<file path="config.mk">
export PLATFORM = sky130hd
export DESIGN_NAME = phase_sweep_ctrl
export DESIGN_NICKNAME = d
export VERILOG_FILES = /design/src/rtl/phase_sweep_ctrl.sv
export SDC_FILE = /design/constraint.sdc
export NUM_CORES = 1
export LEC_CHECK = 0
export ABC_AREA = 1
export ABC_CLOCK_PERIOD_IN_PS = 9300
export CORE_ASPECT_RATIO = 1.4
export CORE_MARGIN = 2
export CORE_UTILIZATION = 55
export CTS_CLUSTER_SIZE = 24
export DETAILED_ROUTE_END_ITERATION = 8
export PLACE_DENSITY = 0.83
export SYNTH_ARGS = -nofsm -noshare
export SYNTH_HDL_FRONTEND = slang
export SYNTH_SLANG_ARGS = --single-unit
export TNS_END_PERCENT = 5
</file>
<file path="constraint.sdc">
create_clock -name CLK -period 9.3 [get_ports CLK]
set_clock_uncertainty 0.2 [all_clocks]
set_input_delay 1.86 -clock CLK [delete_from_list [all_inputs] [get_ports CLK]]
set_output_delay 1.86 -clock CLK [all_outputs]
set_load 0.02 [all_outputs]
</file>
<file path="src/rtl/phase_sweep_ctrl.sv">
// Linear frequency-sweep sequencer for the sine generator's 16-bit phase accumulator.
// Steps increment_value from f_start to f_stop with a programmable dwell and pulses SCLR per sweep.
module phase_sweep_ctrl #(
    parameter int W  = 16,
    parameter int DW = 16
) (
    input  logic          CLK,
    input  logic          RSTN,
    input  logic          start,
    input  logic          abort,
    input  logic          mode,
    input  logic [W-1:0]  f_start,
    input  logic [W-1:0]  f_stop,
    input  logic [W-1:0]  f_step,
    input  logic [DW-1:0] dwell,
    output logic [W-1:0]  increment_value,
    output logic          sclr,
    output logic          busy,
    output logic          done
);

    typedef enum logic [1:0] {
        ST_IDLE  = 2'd0,
        ST_CLEAR = 2'd1,
        ST_RUN   = 2'd2,
        ST_DONE  = 2'd3
    } state_t;

    localparam logic [DW-1:0] CNT_ONE = {{(DW-1){1'b0}}, 1'b1};

    // A zero dwell still holds each value for one RUN cycle.
    function automatic logic [DW-1:0] dwell_eff(input logic [DW-1:0] d);
        dwell_eff = (d == {DW{1'b0}}) ? CNT_ONE : d;
    endfunction

    // Saturating step toward stop; a zero step means jump straight to stop.
    function automatic logic [W-1:0] step_next(
        input logic [W-1:0] cur,
        input logic [W-1:0] stop,
        input logic [W-1:0] step,
        input logic         up
    );
        logic [W:0] sum_s;
        logic [W:0] diff_s;
        sum_s  = {1'b0, cur} + {1'b0, step};
        diff_s = {1'b0, cur} - {1'b0, step};
        if (step == {W{1'b0}}) begin
            step_next = stop;
        end else if (up) begin
            if (sum_s[W] || (sum_s[W-1:0] > stop)) begin
                step_next = stop;
            end else begin
                step_next = sum_s[W-1:0];
            end
        end else begin
            if (diff_s[W] || (diff_s[W-1:0] < stop)) begin
                step_next = stop;
            end else begin
                step_next = diff_s[W-1:0];
            end
        end
    endfunction

    state_t        state_r, state_s;
    logic [W-1:0]  cur_r, cur_s;
    logic [DW-1:0] cnt_r, cnt_s;
    logic          latch_s;

    logic [W-1:0]  start_cfg_r;
    logic [W-1:0]  stop_cfg_r;
    logic [W-1:0]  step_cfg_r;
    logic [DW-1:0] dwell_cfg_r;
    logic          mode_cfg_r;
    logic          up_cfg_r;

    logic [W-1:0]  inc_r, inc_s;
    logic          sclr_r, sclr_s;
    logic          busy_r, busy_s;
    logic          done_r, done_s;

    // Next-state, current-value and dwell-counter decode.
    always_comb begin
        state_s = state_r;
        cur_s   = cur_r;
        cnt_s   = cnt_r;
        latch_s = 1'b0;
        case (state_r)
            ST_IDLE: begin
                if (start && !abort) begin
                    latch_s = 1'b1;
                    state_s = ST_CLEAR;
                    cur_s   = f_start;
                    cnt_s   = dwell_eff(dwell);
                end else begin
                    cur_s   = {W{1'b0}};
                end
            end
            ST_CLEAR: begin
                if (abort) begin
                    state_s = ST_IDLE;
                    cur_s   = {W{1'b0}};
                end else begin
                    state_s = ST_RUN;
                end
            end
            ST_RUN: begin
                if (abort) begin
                    state_s = ST_IDLE;
                    cur_s   = {W{1'b0}};
                end else if (cnt_r <= CNT_ONE) begin
                    if (cur_r == stop_cfg_r) begin
                        if (mode_cfg_r) begin
                            state_s = ST_CLEAR;
                            cur_s   = start_cfg_r;
                            cnt_s   = dwell_eff(dwell_cfg_r);
                        end else begin
                            state_s = ST_DONE;
                        end
                    end else begin
                        cur_s = step_next(cur_r, stop_cfg_r, step_cfg_r, up_cfg_r);
                        cnt_s = dwell_eff(dwell_cfg_r);
                    end
                end else begin
                    cnt_s = cnt_r - CNT_ONE;
                end
            end
            ST_DONE: begin
                state_s = ST_IDLE;
                cur_s   = {W{1'b0}};
            end
            default: begin
                state_s = ST_IDLE;
                cur_s   = {W{1'b0}};
            end
        endcase
    end

    // Output values follow the state being entered so the registered outputs line up with it.
    always_comb begin
        inc_s  = (state_s == ST_IDLE) ? {W{1'b0}} : cur_s;
        sclr_s = (state_s == ST_CLEAR);
        busy_s = (state_s == ST_CLEAR) || (state_s == ST_RUN);
        done_s = (state_s == ST_DONE);
    end

    // State, sweep position, dwell counter and registered outputs.
    always_ff @(posedge CLK or negedge RSTN) begin
        if (!RSTN) begin
            state_r <= ST_IDLE;
            cur_r   <= {W{1'b0}};
            cnt_r   <= {DW{1'b0}};
            inc_r   <= {W{1'b0}};
            sclr_r  <= 1'b0;
            busy_r  <= 1'b0;
            done_r  <= 1'b0;
        end else begin
            state_r <= state_s;
            cur_r   <= cur_s;
            cnt_r   <= cnt_s;
            inc_r   <= inc_s;
            sclr_r  <= sclr_s;
            busy_r  <= busy_s;
            done_r  <= done_s;
        end
    end

    // Sweep configuration captured once per start; untouched while a sweep runs.
    always_ff @(posedge CLK or negedge RSTN) begin
        if (!RSTN) begin
            start_cfg_r <= {W{1'b0}};
            stop_cfg_r  <= {W{1'b0}};
            step_cfg_r  <= {W{1'b0}};
            dwell_cfg_r <= {DW{1'b0}};
            mode_cfg_r  <= 1'b0;
            up_cfg_r    <= 1'b0;
        end else if (latch_s) begin
            start_cfg_r <= f_start;
            stop_cfg_r  <= f_stop;
            step_cfg_r  <= f_step;
            dwell_cfg_r <= dwell;
            mode_cfg_r  <= mode;
            up_cfg_r    <= (f_stop >= f_start);
        end else begin
            start_cfg_r <= start_cfg_r;
            stop_cfg_r  <= stop_cfg_r;
            step_cfg_r  <= step_cfg_r;
            dwell_cfg_r <= dwell_cfg_r;
            mode_cfg_r  <= mode_cfg_r;
            up_cfg_r    <= up_cfg_r;
        end
    end

    assign increment_value = inc_r;
    assign sclr            = sclr_r;
    assign busy            = busy_r;
    assign done            = done_r;

endmodule

</file>
### Yosys cells after proc, flatten, opt, wreduce, memory -nomap -nowiden

Cells that the tools add are included.

* input bits: 69
* word-level logic and storage cells: 71
* RAM bits: 0
* latch bits: 0
* flip-flop bits (word level): 119
* memories: 0
* output and inout bits: 19
* memory bits (read-only): 0

* multipliers: 0
* bitwise gates (word level): 0
* shift operators: 0
* add/subtract/negate cells: 3
* order comparisons: 4
* divide/modulo/power cells: 0
* muxes and demuxes: 29
* eq/ne operators: 10
* reductions and logical operators: 12

Operators with widths (number)
* $mux 16: 18
* $pmux 16 s4: 1
* $logic_not 16->1: 3
* $pmux 16 s2: 1
* $add 16x16->17: 1
* $sub 16x16->17: 1
* $eq 16x16->1: 1
* $ge 16x16->1: 1
* $gt 16x16->1: 1
* $le 16x1->1 const B: 1
* $lt 16x16->1: 1
* $sub 16x1->16 const B: 1
* $mux 2: 6
* $eq 2x2->1 const B: 4
* $pmux 2 s4: 1
* $eq 2x1->1 const B: 2
* $logic_not 2->1: 2
* $ne 2x2->1 const B: 2
* $ne 4x4->1 const B: 1
* $reduce_and 4->1: 1
* $logic_or 1x1->1: 3
* $mux 1: 2
* $reduce_bool 2->1: 1
* $logic_and 1x1->1: 1
* $logic_not 1->1: 1

### Longest topological paths before layout

* depth after elaboration: 11
* depth in mapped cells: 33
* gate-level depth less buffers: 32

### Worst setup path before layout

Ideal clock, no wire load.

* path kind: register to register
* start point: reg cur_r[0]
* end point: reg inc_r[3] (netlist: increment_value[3])
* buffers on the path: 1
* setup slack: 5681 ps
* stages on the path, launching flop included: 28
* setup time: 113 ps
* arrival: 3306 ps
* required time: 8987 ps
* clock period less this slack: 3619 ps
* cells stage by stage: dfrtp_1 inv_1 ha_1 fa_1 nand3b_1 nand2_1 nand2_1 nand2_1 nand4_1 nand3_1 nand2_1 ha_1 nand2_1 nor4_1 nand2_1 nand2_1 nand2_4 buf_6 nand2_1 nand3_1 nand2_1 nand2_1 nand2_1 nand2_1 nand2_1 nand3_2 nand2_1 inv_1

* word-level cells in the longest chain between the ends: 11
* elaborated cells between the ends (all ways): 21
* classes of those cells: 2 x add/sub; 2 x order compare; 1 x eq/ne; 13 x mux; 3 x reduce/logical

Ends and longest elaborated chain
* start, declared: RTL line 65 `logic [W-1:0] cur_r, cur_s;`
* start signal, assigned: RTL line 150 `cur_r <= {W{1'b0}};`
* start signal, assigned: RTL line 158 `cur_r <= cur_s;`
* $sub 16x16->17 or $add 16x16->17 (tied branches): RTL line 46, 45
* $lt 16x16->1 or $gt 16x16->1 (tied branches): RTL line 56, 50
* $logic_or 1x1->1, on equally long branches: RTL line 56, 50
* $mux 16, on equally long branches: RTL line 56, 50
* $mux 16: RTL line 49 `end else if (up) begin`
* $mux 16: RTL line 47 `if (step == {W{1'b0}}) begin`
* $mux 16 (*): RTL line 111 `if (cur_r == stop_cfg_r) begin`
* $mux 16 (*): RTL line 110 `end else if (cnt_r <= CNT_ONE) begin`
* $mux 16 (*): RTL line 107 `if (abort) begin`
* $pmux 16 s4 (*): RTL line 87 `case (state_r)`
* named net cur_s[3]: RTL line 65
* $mux 16 (*): RTL line 140 `inc_s = (state_s == ST_IDLE) ? {W{1'b0}} : cur_s;`
* named net inc_s[3]: RTL line 76 `logic [W-1:0] inc_r, inc_s;`
* end signal, assigned: RTL line 152 `inc_r <= {W{1'b0}};`
* end signal, assigned: RTL line 160 `inc_r <= inc_s;`
* end, declared: RTL line 76

Mark *: on every way through the listed nets, which the timed path passes. The rest lies on a longest branch.
A chain may end at the register's enable or synchronous reset.

### Worst setup path after layout

* start point: reg cur_r[0]
* end point: reg inc_r[13] (netlist: increment_value[13])

Same word-level chain as after synthesis.

==> impl_metrics.json <==
{
  "worst_slack_ns": 4.60,
  "ios": 88,
  "hold_buffers": 0,
  "vdd_drop_max_v": 0.000145,
  "synth_edf_count": 0,
  "report.power.total_mw": 2.24,
  "yosysSeqAreaShare": 0.311,
  "drv_slew": 0,
  "relSlewSlack": 0.278,
  "fin_crit_ns": 4.70,
  "post-place-ws_ns": 4.44,
  "grt.overflow.total": 0,
  "cts_sinks": 119,
  "first_pass_iters": 5,
  "min_period_over_period": 0.505,
  "grt_max_degree": 104,
  "synth_area_leaders": "dfrtp_1 (31%), nand2_1 (17%), ha_1 (11%)",
  "grt_pass1_wl_um": 46800,
  "drive_above_1_share": 0.0604,
  "synth_top_area_cell": "dfrtp_1",
  "drcViolationCount": 0,
  "multiInputGateArea_sq_mm": 0.00555,
  "path_class": "reg2reg",
  "layout.nets": 1633,
  "die_area_sq_mm": 0.0185,
  "worst_slew_pin_slew_ns": 1.08,
  "grt_setup_unrepaired": "false",
  "ant_nets": 0,
  "rows": 57,
  "antennaDiodeCount": 0,
  "start_kind": "flop",
  "synth-simple-area-share": 0.301,
  "dr_total_vias": 9672,
  "clock_path_buffers": 2,
  "setup_viol": 0,
  "cellPowerDensity_mw_per_mm2": 202,
  "place_area_sq_mm": 0.0105,
  "syn_area_per_cell_sq_um": 6.77,
  "core-area_sq_mm": 0.0172,
  "first_global_vias": 9715,
  "synthArstFlopShare": 1.00,
  "max_cap_viol_count": 0,
  "r2r_slack_ns": 4.60,
  "worstRegToRegCells": 25,
  "ys_ff_latch": 119,
  "postCtsSetupBuffers": 0,
  "arrival_ns": 4.86,
  "worst_hold_path_type": "reg2reg",
  "max_freq_mhz": 213,
  "netlist.area_leader.share": 0.311,
  "fin_setup_tns_ns": 0,
  "cts_repair_resize_count": 0,
  "routed_wl_um": 28800,
  "start_util": 0.557,
  "final_area_sq_mm": 0.0111,
  "dp_hpwl_um": 21600,
  "drtIter0Drc": 706,
  "cp_max_fo": 17,
  "area_growth_syn_to_layout_pct": 16.1,
  "clock_latency_ns": 0.42,
  "synthCells": 1413,
  "syn_area_sq_mm": 0.00957,
  "track_usage": 0.322,
  "synth_fp_nets": 1568,
  "synth_mux_area_frac": 0,
  "routabilityCongestion": 1.00,
  "seqCellArea_sq_mm": 0.00298,
  "wl_per_cell_um": 16.7,
  "outcome": "finished, final reports clean",
  "synth-compound-area-share": 0.142,
  "synth-main-ff-cell": "dfrtp_1",
  "cts_tree": "built",
  "synth_fa_ha_area_frac": 0.114,
  "htree_levels": 4,
  "nFillCells": 1494,
  "cp-end-kind": "flop",
  "synth_warnings": 0,
  "synth_cell_types": 45,
  "path_clk_slew_ns": 0.06,
  "required_ns": 9.46,
  "cts-buffers-inserted": 17,
  "clock-root-buffer": "clkbuf_16",
  "hold_depth": 2,
  "die_y_um": 160,
  "hold_viol": 0,
  "vias_per_cell": 5.60,
  "synth_xor_area_frac": 0.0229,
  "leakage_nw": 5.90,
  "die_w_um": 115,
  "antenna_found_initial": 0,
  "io_buffers": 87,
  "synth_top_family_by_area": "simple AND/OR/NAND/NOR gates"
}
==> critical path, stage by stage (launching register included) <==
cell	delay [ns]
dfrtp_1	0.51
inv_1	0.08
ha_1	0.24
fa_1	0.42
nand3b_1	0.17
nand2_1	0.16
nand2_1	0.07
nand2_1	0.16
nand4_1	0.16
nand3_1	0.10
nand2_1	0.09
ha_1	0.29
nand2_1	0.09
nor4_1	0.31
nand2_1	0.08
nand2_1	0.26
nand2_4	0.21
nor2_1	0.34
nand2_1	0.12
nand2_1	0.08
nand2_1	0.06
nand3_1	0.15
nand2_1	0.08
nand3_2	0.07
nand2_1	0.05
inv_1	0.06
==> per-layer routing <==
layer | track usage | up-vias | wire (um)
li1 | - | 4679 | -
met1 | 0.359 | 4490 | 10800
met2 | 0.559 | 384 | 14700
met3 | 0.0467 | 119 | 1480
met4 | 0.213 | 0 | 1810
met5 | 0 | - | 0
==> stage by stage <==
stage | util | hold WS [ns] | cells
2_1_floorplan | - | 0.253 | 1413
3_3_place_gp | 0.613 | 0.272 | 1695
3_5_place_dp | 0.613 | 0.283 | 1695
4_1_cts | 0.647 | 0.298 | 1727
5_1_grt | 0.647 | 0.330 | 1727
6_report | 0.647 | 0.293 | 1727
==> flip-flops by register name, summed over array words and instances, names as in the netlist <==
signal / flops
sclr: 1
done: 1
cur_r: 16
mode_cfg_r: 1
step_cfg_r: 16
busy: 1
dwell_cfg_r: 16
stop_cfg_r: 16
cnt_r: 16
increment_value: 16
start_cfg_r: 16
up_cfg_r: 1
state_r: 2
==> logic make-up (layout without fill, tap and decap cells) <==
group                    after synthesis  count (layout)
AO/OA/AOI/OAI                        251             251
XOR/XNOR                              25              25
adder cells (fa/ha/maj)               86              86
buffers and inverters                261             339
flip-flops                           119             119
AND/OR/NAND/NOR                      671             671
==> cells in the mapped netlist (all sizes together) (5+ instances only) <==
library cell,count
or2,5
nand4,26
buf,21
dfrtp,119
o211ai,11
xor2,16
nor3,11
xnor2,9
nor2,93
nand2,439
a21oi,85
o21ai,135
ha,84
clkbuf,25
nor4,9
a31oi,5
nand3,85
inv,213
==> cells in the final DEF, fill, tap and decap left out, types with 6 or more instances in the layout <==
| cell | n |
|---|---|
| nor4_1 | 9 |
| nand3_2 | 17 |
| clkbuf_16 | 17 |
| ha_1 | 84 |
| o21ai_0 | 126 |
| nand2_1 | 428 |
| o211ai_1 | 11 |
| nor2_1 | 90 |
| clkdlybuf4s50_1 | 86 |
| nand3_1 | 68 |
| nand2_2 | 9 |
| nor3_1 | 11 |
| nand4_1 | 26 |
| dfrtp_1 | 119 |
| xor2_1 | 16 |
| buf_4 | 6 |
| inv_1 | 200 |
| a21oi_1 | 80 |
| o21ai_1 | 9 |
| inv_2 | 13 |
| xnor2_1 | 9 |
==> final timing paths <==
path	from	end
max in group asynchronous	RSTN	step_cfg_r[7]
hold / removal	dwell_cfg_r[14]	dwell_cfg_r[14]
setup reg to reg	cur_r[0]	increment_value[13]
setup / recovery	cur_r[0]	increment_value[13]
min in group asynchronous	RSTN	busy
hold reg to reg	dwell_cfg_r[14]	dwell_cfg_r[14]
==> where the power goes <==
group          switching (mW)  total [mW]  internal, mW
clock                   0.265       0.649         0.384
sequential             0.0872       0.690         0.603
combinational           0.583       0.902         0.319
total                   0.936        2.24          1.31
==> area by class of cell <==
class                           instances  area share
Multi-Input combinational cell       1033       0.500
Sequential cell                       119       0.268
Timing Repair Buffer                   92      0.0815
Inverter                              215      0.0727
Clock buffer                           19      0.0408
Tap cell                              236      0.0266
Clock inverter                         13      0.0109
No activity file was read; power rests on OpenSTA's default activity.
